$ cat src/rtl/mem_wb_stage.sv
// mem_wb_stage: MEM->WB pipeline stage with a valid/ready handshake, an
// optional two-entry skid buffer, a synchronous flush, and RV32 load-data
// extraction / sign-zero extension performed at capture time.
//
// Ports:
//   clk, reset        rising-edge clock, synchronous active-high reset
//   flush             synchronous discard of all held entries
//   in_valid/in_ready upstream handshake from the MEM stage
//   read_data         raw data-memory word
//   alu_result        ALU result / effective address (low 2 bits = byte offset)
//   rd, memtoreg,     destination register, load-vs-ALU select,
//   regwrite, funct3  register write enable, load type
//   out_valid/out_ready downstream handshake to writeback
//   wb_data, rd_out   registered writeback value and destination
//   regwrite_out      out_valid & regwrite & (rd != x0)
module mem_wb_stage #(
    parameter int unsigned XLEN = 32,
    parameter int unsigned RA_W = 5,
    parameter int unsigned SKID = 1
) (
    input  logic            clk,
    input  logic            reset,
    input  logic            flush,
    input  logic            in_valid,
    output logic            in_ready,
    input  logic [XLEN-1:0] read_data,
    input  logic [XLEN-1:0] alu_result,
    input  logic [RA_W-1:0] rd,
    input  logic            memtoreg,
    input  logic            regwrite,
    input  logic [2:0]      funct3,
    output logic            out_valid,
    input  logic            out_ready,
    output logic [XLEN-1:0] wb_data,
    output logic [RA_W-1:0] rd_out,
    output logic            regwrite_out
);

    typedef struct packed {
        logic [XLEN-1:0] data;
        logic [RA_W-1:0] rd;
        logic            regwrite;
    } entry_t;

    // Load formatting; byte/half selected from the low address bits.
    logic [1:0]      off;
    logic [7:0]      byte_sel;
    logic [15:0]     half_sel;
    logic [XLEN-1:0] fmt_data;
    entry_t          in_entry;

    always_comb begin
        off      = alu_result[1:0];
        byte_sel = read_data[7:0];
        half_sel = off[1] ? read_data[31:16] : read_data[15:0];
        fmt_data = read_data;
        unique case (off)
            2'd0: byte_sel = read_data[7:0];
            2'd1: byte_sel = read_data[15:8];
            2'd2: byte_sel = read_data[23:16];
            2'd3: byte_sel = read_data[31:24];
            default: byte_sel = read_data[7:0];
        endcase
        if (XLEN == 32) begin
            case (funct3)
                3'b000:  fmt_data = {{(XLEN-8){byte_sel[7]}}, byte_sel};
                3'b100:  fmt_data = XLEN'(byte_sel);
                3'b001:  fmt_data = {{(XLEN-16){half_sel[15]}}, half_sel};
                3'b101:  fmt_data = XLEN'(half_sel);
                default: fmt_data = read_data;
            endcase
        end
        in_entry.data     = memtoreg ? fmt_data : alu_result;
        in_entry.rd       = rd;
        in_entry.regwrite = regwrite;
    end

    // Main entry drives the outputs in both configurations.
    entry_t main_q, main_d;
    logic   main_v_q, main_v_d;
    logic   in_fire, out_fire;

    assign out_valid    = main_v_q;
    assign wb_data      = main_q.data;
    assign rd_out       = main_q.rd;
    assign regwrite_out = main_v_q & main_q.regwrite & (main_q.rd != RA_W'(0));
    assign out_fire     = main_v_q & out_ready;
    assign in_fire      = in_valid & in_ready;

    if (SKID != 0) begin : g_skid
        entry_t skid_q, skid_d;
        logic   skid_v_q, skid_v_d;
        logic   in_ready_q, in_ready_d;

        assign in_ready = in_ready_q;

        // Next-state: main refills from skid first to keep FIFO order.
        always_comb begin
            main_d     = main_q;
            main_v_d   = main_v_q;
            skid_d     = skid_q;
            skid_v_d   = skid_v_q;
            if (!main_v_q || out_fire) begin
                if (skid_v_q) begin
                    main_d   = skid_q;
                    main_v_d = 1'b1;
                    skid_v_d = in_fire;
                    if (in_fire) begin
                        skid_d = in_entry;
                    end
                end else begin
                    main_v_d = in_fire;
                    if (in_fire) begin
                        main_d = in_entry;
                    end
                end
            end else if (in_fire) begin
                skid_d   = in_entry;
                skid_v_d = 1'b1;
            end
            in_ready_d = ~skid_v_d;
        end

        always_ff @(posedge clk) begin
            if (reset) begin
                main_q     <= '0;
                main_v_q   <= 1'b0;
                skid_q     <= '0;
                skid_v_q   <= 1'b0;
                in_ready_q <= 1'b1;
            end else if (flush) begin
                main_v_q   <= 1'b0;
                skid_v_q   <= 1'b0;
                in_ready_q <= 1'b1;
            end else begin
                main_q     <= main_d;
                main_v_q   <= main_v_d;
                skid_q     <= skid_d;
                skid_v_q   <= skid_v_d;
                in_ready_q <= in_ready_d;
            end
        end
    end else begin : g_noskid
        assign in_ready = ~main_v_q | out_ready;

        always_comb begin
            main_d   = main_q;
            main_v_d = main_v_q;
            if (in_fire) begin
                main_d   = in_entry;
                main_v_d = 1'b1;
            end else if (out_fire) begin
                main_v_d = 1'b0;
            end
        end

        always_ff @(posedge clk) begin
            if (reset) begin
                main_q   <= '0;
                main_v_q <= 1'b0;
            end else if (flush) begin
                main_v_q <= 1'b0;
            end else begin
                main_q   <= main_d;
                main_v_q <= main_v_d;
            end
        end
    end

endmodule

$ cat config.mk
export PLATFORM = sky130hd
export DESIGN_NAME = mem_wb_stage
export DESIGN_NICKNAME = d
export VERILOG_FILES = /design/src/rtl/mem_wb_stage.sv
export SDC_FILE = /design/constraint.sdc
export NUM_CORES = 1
export LEC_CHECK = 0
export BUFFER_PORTS_ARGS = -buffer_cell sky130_fd_sc_hd__buf_4
export CORE_MARGIN = 5
export CORE_UTILIZATION = 47
export DETAILED_ROUTE_END_ITERATION = 8
export PLACE_DENSITY = 0.74
export SYNTH_ARGS = -nofsm -noshare
export SYNTH_HDL_FRONTEND = slang
export SYNTH_SLANG_ARGS = --single-unit
$ cat constraint.sdc
create_clock -name clk -period 2.75 [get_ports clk]
set_input_delay 0 -clock clk [delete_from_list [all_inputs] [get_ports clk]]
set_output_delay 0 -clock clk [all_outputs]
set_load 0.02 [all_outputs]
======== Word level (Yosys, flattened, before mapping) ========
Cells that the tools add are included.
storage, ports and cells
  register bits ........................... 79
  output and inout bits ................... 40
cells by class
  eq/ne operators ......................... 7
  mux-type cells .......................... 13
  bitwise operators ....................... 6
  reductions and logical operators ........ 9
operators with widths
  kind                                                             number
  38-bit 2-to-1 mux                                                5
  32-bit one-hot mux with 4 select lines                           1
  32-bit 2-to-1 mux                                                1
  8-bit one-hot mux with 4 select lines                            1
  16-bit 2-to-1 mux                                                1
  3-bit == test, second input constant                             2
  5-bit nonzero test                                               1
  1-bit bitwise AND                                                4
  2-bit == test, second input constant                             2
  1-bit 2-to-1 mux                                                 4
  3-bit by 1-bit == test with 1-bit output, second input constant  1
  3-bit zero test                                                  1
  3-bit AND reduction                                              1
  2-bit by 1-bit == test with 1-bit output, second input constant  1
  2-bit zero test                                                  1
  2-bit != test, second input constant                             1
  1-bit inverter                                                   2
  2-bit AND reduction                                              1
  2-bit nonzero test                                               1
  2-bit OR reduction                                               1
  1-bit zero test                                                  1
  1-bit logical OR                                                 1

======== Longest topological paths before layout ========
Gate-level depths: netlist of the first run.
  word-level depth ........................ 7
  mapped depth ............................ 8

======== Worst setup path after synthesis of the first run ========
OpenSTA, ideal clock, no wires.
  path kind ............................... register to register
  start ................................... register main_v_q (netlist: out_valid)
  end ..................................... register g_skid.skid_q[17] (netlist bit)
  setup time .............................. 0.070 ns
  arrival time ............................ 1.819 ns
  setup slack ............................. 0.860 ns
  cell stages (with the launch flop) ...... 8
  buffers on the path ..................... 2
  period minus slack after synthesis ...... 1.890 ns
  path through ............................ dfxtp_1 -> nor2b_1 -> nor2_1 -> or3_1 -> clkbuf_1 -> clkbuf_1 -> or3_1 -> a21oi_1
on the way
  longest elaborated chain between the ends .. 4
  elaborated cells between the ends (all ways) .. 6
  those cells by class .................... eq/ne: 1; mux: 1; bitwise: 1; reduce/logical: 3
ends and longest elaborated chain
  what                                                         line     text
  start, declared                                              80       logic main_v_q, main_v_d;
  start signal, assigned                                       137      main_v_q <= main_v_d;
  1-bit bitwise AND / 1-bit zero test (equally long branches)  87, 103
  1-bit logical OR (*)                                         103      if (!main_v_q || out_fire) begin
  2-bit != test (no source line)                               --
  2-bit AND reduction (no source line)                         --
  end signal, assigned                                         138      skid_q <= skid_d;
  end, declared                                                91       entry_t skid_q, skid_d;
Mark *: on every way between the ends. The rest lies on a longest branch, timed or not.
A chain may end at the register's enable or synchronous reset.

======== Worst setup path after layout of the first run ========
  start ................................... register g_skid.in_ready_q (netlist: in_ready)
  end ..................................... register main_q (netlist bit wb_data[6])
on the way
  longest elaborated chain between the ends .. 3
ends and longest elaborated chain
  what                                  line  text
  start, declared                       93    logic in_ready_q, in_ready_d;
  start signal, assigned                140   in_ready_q <= in_ready_d;
  1-bit bitwise AND                     88    assign in_fire = in_valid & in_ready;
  2-bit nonzero test (no source line)   --
  3-bit AND reduction (no source line)  --
  end signal, assigned                  136   main_q <= main_d;
  end, declared                         79    entry_t main_q, main_d;
No other way between the ends.

==> impl_results.md, run 1 <==
* Share of cells above drive strength 1 at 26.4%
* Worst-Skew Late Latency at 0.36 ns
* Hold Vio Cnt, Final at 0
* Antenna Cells at 0
* Top-count cell post-synth: nand2_1
* CTS tree: done
* PostCTS Resize Cnt at 0
* Yosys top cell by area: dfxtp_1
* Status: completed
* Worst Hold End: g_skid.skid_q[35]
* Die footprint at 0.0125 mm^2
* Post-route DRC at 0
* Worst hold path type: in2reg
* Global route total overflow at 0
* Ranking of synthesized cells by area: dfxtp_1 33%, nand2_1 8.1%, a21oi_1 6.6%
* CP Capture Type: register
* Number of synthesized flops with an enable pin at 0
* Crit Path Class: reg2reg
* Yosys cell types at 53
* Clock slew at reported path FFs at approximately 0.09 ns
* Max frequency at 383 MHz
* Synth Flop Type: dfxtp_1
* R2R depth at 6
* CP Max Fanout at 27
* Mapped Cells at 597
* Register area share after synthesis at 32.6%
* Initial detailed-routing violation count at 414
* Final setup fails at 0
* Root Driver: clkbuf_8
* Worst hold start: alu_result[29]
* Longest Clk Path Bufs at 2
* Rows at 37
* P&R area growth vs syn at 20.1%
* Input/output buffers at 118
* Worst Tran Pin Value at 1.03 ns
* Cell Area, Synth at roughly 0.0049 mm^2
* Total global-route track usage at 22.0%
* Final wirelength at 14200 um
* Fin crit share at 95.0%
* Die W at 112 um
* Hold-critical path depth at 3
* Syn avg cell area at 8.13 um^2
* VDD IR max at 0.302 mV
* Seq cells post-synth at 79
* Core Region at 0.0102 mm^2
* DP HPWL at 9740 um
* Vias in the first global route at 4519
* Most frequent cells after synthesis: 105 x nand2_1, 79 x dfxtp_1, 64 x a21oi_1
* Slew headroom at 31.3%
* Syn_nets at 676
* MaxCap Viol Count at 0
* IO Pins at 119
* Routed vias/inst at 5.86
* H-tree lvl count at 3
* Fin. max-slew vios at 0
* Post-DRT Antenna Nets at 0
* Yosys warnings at 0
* Worst flop-to-flop path endpoint: wb_data[6]
* Post-synth top area share at 32.6%
* Chip height at 112 um
* CTS Sinks at 79
* Worst r2r src: in_ready
* Placer Congestion at 0.887
* Final instance area at 0.00583 mm^2
* Hold buffers post-CTS at 28
* Critical path launch point type: register
* First-pass GRT wire length at 22900 um
* Final nets at 749
* WL/cell at 17.5 um
* Total CTS buffers at 9
* Placed inst area at 0.00535 mm^2
* Initial antenna violation count at 0
* Setup Skew at 0.0115 ns
* Leak at 2.22 nW
* FFs w/ async S/R, synth at 0%
* RSZ-0062 raised after global routing: false
* Data required, critical path at 3.06 ns
* Minimum clock period at roughly 2.6 ns
* Setup tns final at 0 ns
* Largest net degree at the start of global routing at 88
* Worst R2R Setup Slack at 0.14 ns
* Postcts setup bufs at 0
* Arr. time, crit path at 2.92 ns
* PwrDens at 459 mW/mm^2
* DRT Pass-1 Iters at 5
* Initial Utilization at roughly 48%
* Fin util at 57.2%
* Vias at 4753
[cell type report]
type	instances	area, um^2
clock inverter	6	68.8
sequential	79	1580
timing repair buffer	155	1230
inverter	4	15.0
fill	930	4360
tap	136	170
multi-input combinational	421	2630
clock buffer	10	128
[worst max-delay path, cell delays in order, from the launching register on]
cell	delay, ns
dfxtp_1	0.38
a21oi_1	0.13
or3_2	0.78
nor2_1	0.34
o211ai_1	0.13
o21ai_0	0.22
dlygate4sd3_1	0.59
[routing by layer]
layer / track usage, % / share of wire [%] / vias to the layer above
met1: 30.6 / 45 / 2221
met5: 0 / 0 / -
met4: 6.41 / 1.8 / 0
met3: 4.24 / 7.0 / 24
met2: 34.7 / 46 / 211
li1: - / - / 2297
[report_power, final]
group | leakage, nW | total, mW | internal, mW | switching (mW)
combinational | 1.48 | 0.575 | 0.258 | 0.317
sequential | 0.644 | 1.21 | 1.19 | 0.0268
clock | 0.0968 | 0.886 | 0.425 | 0.461
total | 2.22 | 2.68 | 1.87 | 0.805
[state kept, by name, indices dropped and copies added, names as in the netlist]
name / cells
g_skid.skid_q: 38
in_ready: 1
g_skid.skid_v_q: 1
rd_out: 5
wb_data: 32
main_q: 1
out_valid: 1
[worst max-delay path by stage]
| stage | start | endpoint | slack (ns) | cells after the start |
|---|---|---|---|---|
| floorplan | out_valid | g_skid.skid_q[17] | 0.86 | 7 |
| global placement | out_valid | g_skid.skid_q[13] | 0.59 | 5 |
| detailed placement | out_valid | g_skid.skid_q[13] | 0.46 | 5 |
| CTS | in_ready | wb_data[6] | 0.24 | 6 |
| global route | in_ready | wb_data[5] | 0.05 | 6 |
| finish | in_ready | wb_data[6] | 0.14 | 6 |
[placed cells by master, fill, tap and decap left out, drive strengths merged, types with 2 or more instances in the layout]
cell type / instances
o21ai: 12
o211ai: 4
a21oi: 64
mux2: 3
nor2b: 3
nor3: 3
dlygate4sd3: 28
a31o: 4
dfxtp: 79
or3: 21
a31oi: 7
nand3b: 10
clkinv: 4
nand2b: 8
and3b: 7
o41ai: 4
mux2i: 10
inv: 4
clkbuf: 10
o221ai: 16
o22ai: 6
or2b: 9
a311oi: 4
nand2: 105
buf: 127
and4: 7
and2: 2
o311ai: 16
a211oi: 21
a221oi: 20
nor2: 42
a211o: 3
[per-stage QoR]
stage,hold slack [ns],power [mW],instances,setup slack (ns)
floorplan,0.120,1.61,597,0.860
global placement,0.263,1.77,767,0.588
detailed placement,0.271,1.78,767,0.461
CTS,0.00220,2.68,811,0.238
global route,0.0245,2.78,811,0.0461
finish,0.0118,2.68,811,0.137
[kinds of logic after synthesis]
family | count (synthesis) | share of synthesized area [%]
adders and majority gates | 1 | 0.206
DFF | 79 | 32.6
and+or+nand+nor | 220 | 22.4
AOI/OAI and AO/OA | 186 | 28.1
buffers and inverters | 97 | 13.4
muxes | 14 | 3.22
(Power assumes the default switching activity.)
==> run 2, diff against run 1 <==
Settings changed: BUFFER_PORTS_ARGS -buffer_cell sky130_fd_sc_hd__buf_4 to -buffer_cell sky130_fd_sc_hd__buf_2.
==> impl_results.md, run 2 (synthesis results as in run 1) <==
* Status: completed
* Input/output buffers at about 120
* Critical path launch point type: register
* Setup ws final at 0.509 ns
* Crit Path Class: reg2reg
* Worst Setup SP: out_valid
* Hold Vio Cnt, Final at 0
* H-tree lvl count at 3
* Max reg flops at 38
* PwrDens at 496 mW/mm^2
* Critical path cell sequence: nor2b_1 -> nor2_1 -> or3_1 -> or3_1 -> a21oi_1
* MaxCap Viol Count at 0
* CTS tree: done
* CP Capture Type: register
* Largest net degree at the start of global routing at 57
* Worst Tran Pin Value at 0.987 ns
* CP Max Fanout at 30
* Max stage delay on crit path at between 0.7 and 0.8 ns
* Antenna Cells at 0
* Initial detailed-routing violation count at 376
* Total CTS buffers at 9
* Setup Skew at approximately 0.012 ns
* Post-DRT Antenna Nets at 0
* Worst R2R Setup Slack at around 0.51 ns
* Commonest non-fill, non-tap cell in the layout: buf_2
* Hold buffers post-CTS at 19
* Worst Hold End: g_skid.skid_q[23]
* Worst-Skew Late Latency at roughly 0.36 ns
* Die W at 112 um
* Postcts setup bufs at 0
* PostCTS Resize Cnt at 0
* Data required, critical path at 3.04 ns
* Die footprint at 0.0125 mm^2
* Clock slew at reported path FFs at about 0.090 ns
* VDD IR max at 0.260 mV
* Placer Congestion at 0.852
* Post-route DRC at 0
* Max frequency at roughly 450 MHz
* Final hold slack at 0.0168 ns
* Total global-route track usage at a little over a fifth
* Vias at 4746
* Root Driver: clkbuf_8
* Setup WS pre-CTS at 0.493 ns
* Chip height at 112 um
* Slew headroom at 34.2%
* Worst path most repeated cell: or3_1
* Rows at 37
* R2R depth at 5
* Most flop-heavy register: g_skid.skid_q
* Fin util at 53.8%
* DRT Pass-1 Iters at 6
* Most frequent cells in the layout: 118 x buf_2, 105 x nand2_1, 78 x dfxtp_1
* Vias in the first global route at about 4400
* WL/cell at roughly 17 um
* Worst hold path type: in2reg
* Worst r2r src: out_valid
* Fin crit share at approximately 81%
* Setup tns final at 0 ns
* CTS Sinks at slightly below 80
* Minimum clock period at around 2.2 ns
* Longest Clk Path Bufs at 2
* Routed vias/inst at 5.91
* Worst flop-to-flop path endpoint: g_skid.skid_q[13]
* Initial antenna violation count at 0
* Share of cells above drive strength 1 at a little over a quarter
* Global route total overflow at 0
* Fin. max-slew vios at 0
* Leak at 2.13 nW
* Hold-critical path depth at 3
* Final wirelength at 13600 um
* Slowest CP cell: or3_1
* P&R area growth vs syn at 12.9%
* Arr. time, crit path at 2.53 ns
* Final nets at 741
* Initial Utilization at 47.6%
* Worst hold start: alu_result[17]
* DP HPWL at 9470 um
* RSZ-0062 raised after global routing: false
* Final setup fails at 0
* Fillcell total at roughly 970
* IO Pins at between 100 and 150
* First-pass GRT wire length at approximately 22000 um
* Core Region at 0.0102 mm^2
[run 2: cell types whose count changed in the layout (fill, tap and decap cells not counted), moves of 2 or more]
cell           change
dlygate4sd3_1      -9
buf_2            +118
buf_4            -117
clkinv_4           -2
[run 2: metal layers]
metal	GRT usage [%]	up-vias	routed length (um)
li1	-	2289	-
met1	29.7	2179	6010
met2	32.9	251	6180
met3	4.57	27	1140
met4	7.38	0	269
met5	0	-	0
[run 2: area by class of cell]
| class | count | area, um^2 | share of cell area [%] |
|---|---|---|---|
| Multi-Input combinational cell | 421 | 2630 | 48.0 |
| Sequential cell | 79 | 1580 | 28.9 |
| Timing Repair Buffer | 147 | 856 | 15.6 |
| Tap cell | 136 | 170 | 3.11 |
| Clock buffer | 9 | 124 | 2.26 |
| Clock inverter | 7 | 104 | 1.90 |
| Inverter | 4 | 15.0 | 0.274 |
[run 2: worst max-delay path, delay by kind of cell, from the launching register on]
kind,cells,cell delay [ns]
flip-flops,1,0.35
AND/OR/NAND/NOR,4,1.68
AO/OA/AOI/OAI,1,0.14
[run 2: worst max path at each step]
stage	endpoint	cells after the start
6_report	g_skid.skid_q[13]	5
5_1_grt	g_skid.skid_q[20]	5
4_1_cts	g_skid.skid_q[13]	5
3_5_place_dp	wb_data[20]	6
3_3_place_gp	wb_data[17]	6
2_1_floorplan	g_skid.skid_q[17]	7
[run 2: where the power goes]
part | switching (mW) | internal [mW]
logic | 0.311 | 0.200
registers | 0.0244 | 1.19
clock network | 0.473 | 0.524
total | 0.809 | 1.91
[run 2: through the flow]
| stage | area, um^2 | total power, mW | instances |
|---|---|---|---|
| final | 5480 | 2.72 | 803 |
| after global routing | 5480 | 2.85 | 803 |
| after CTS | 5480 | 2.73 | 803 |
| after detailed placement | 5060 | 1.72 | 768 |
| after global placement | 5060 | 1.72 | 768 |
| after floorplan | 4850 | 1.61 | 597 |
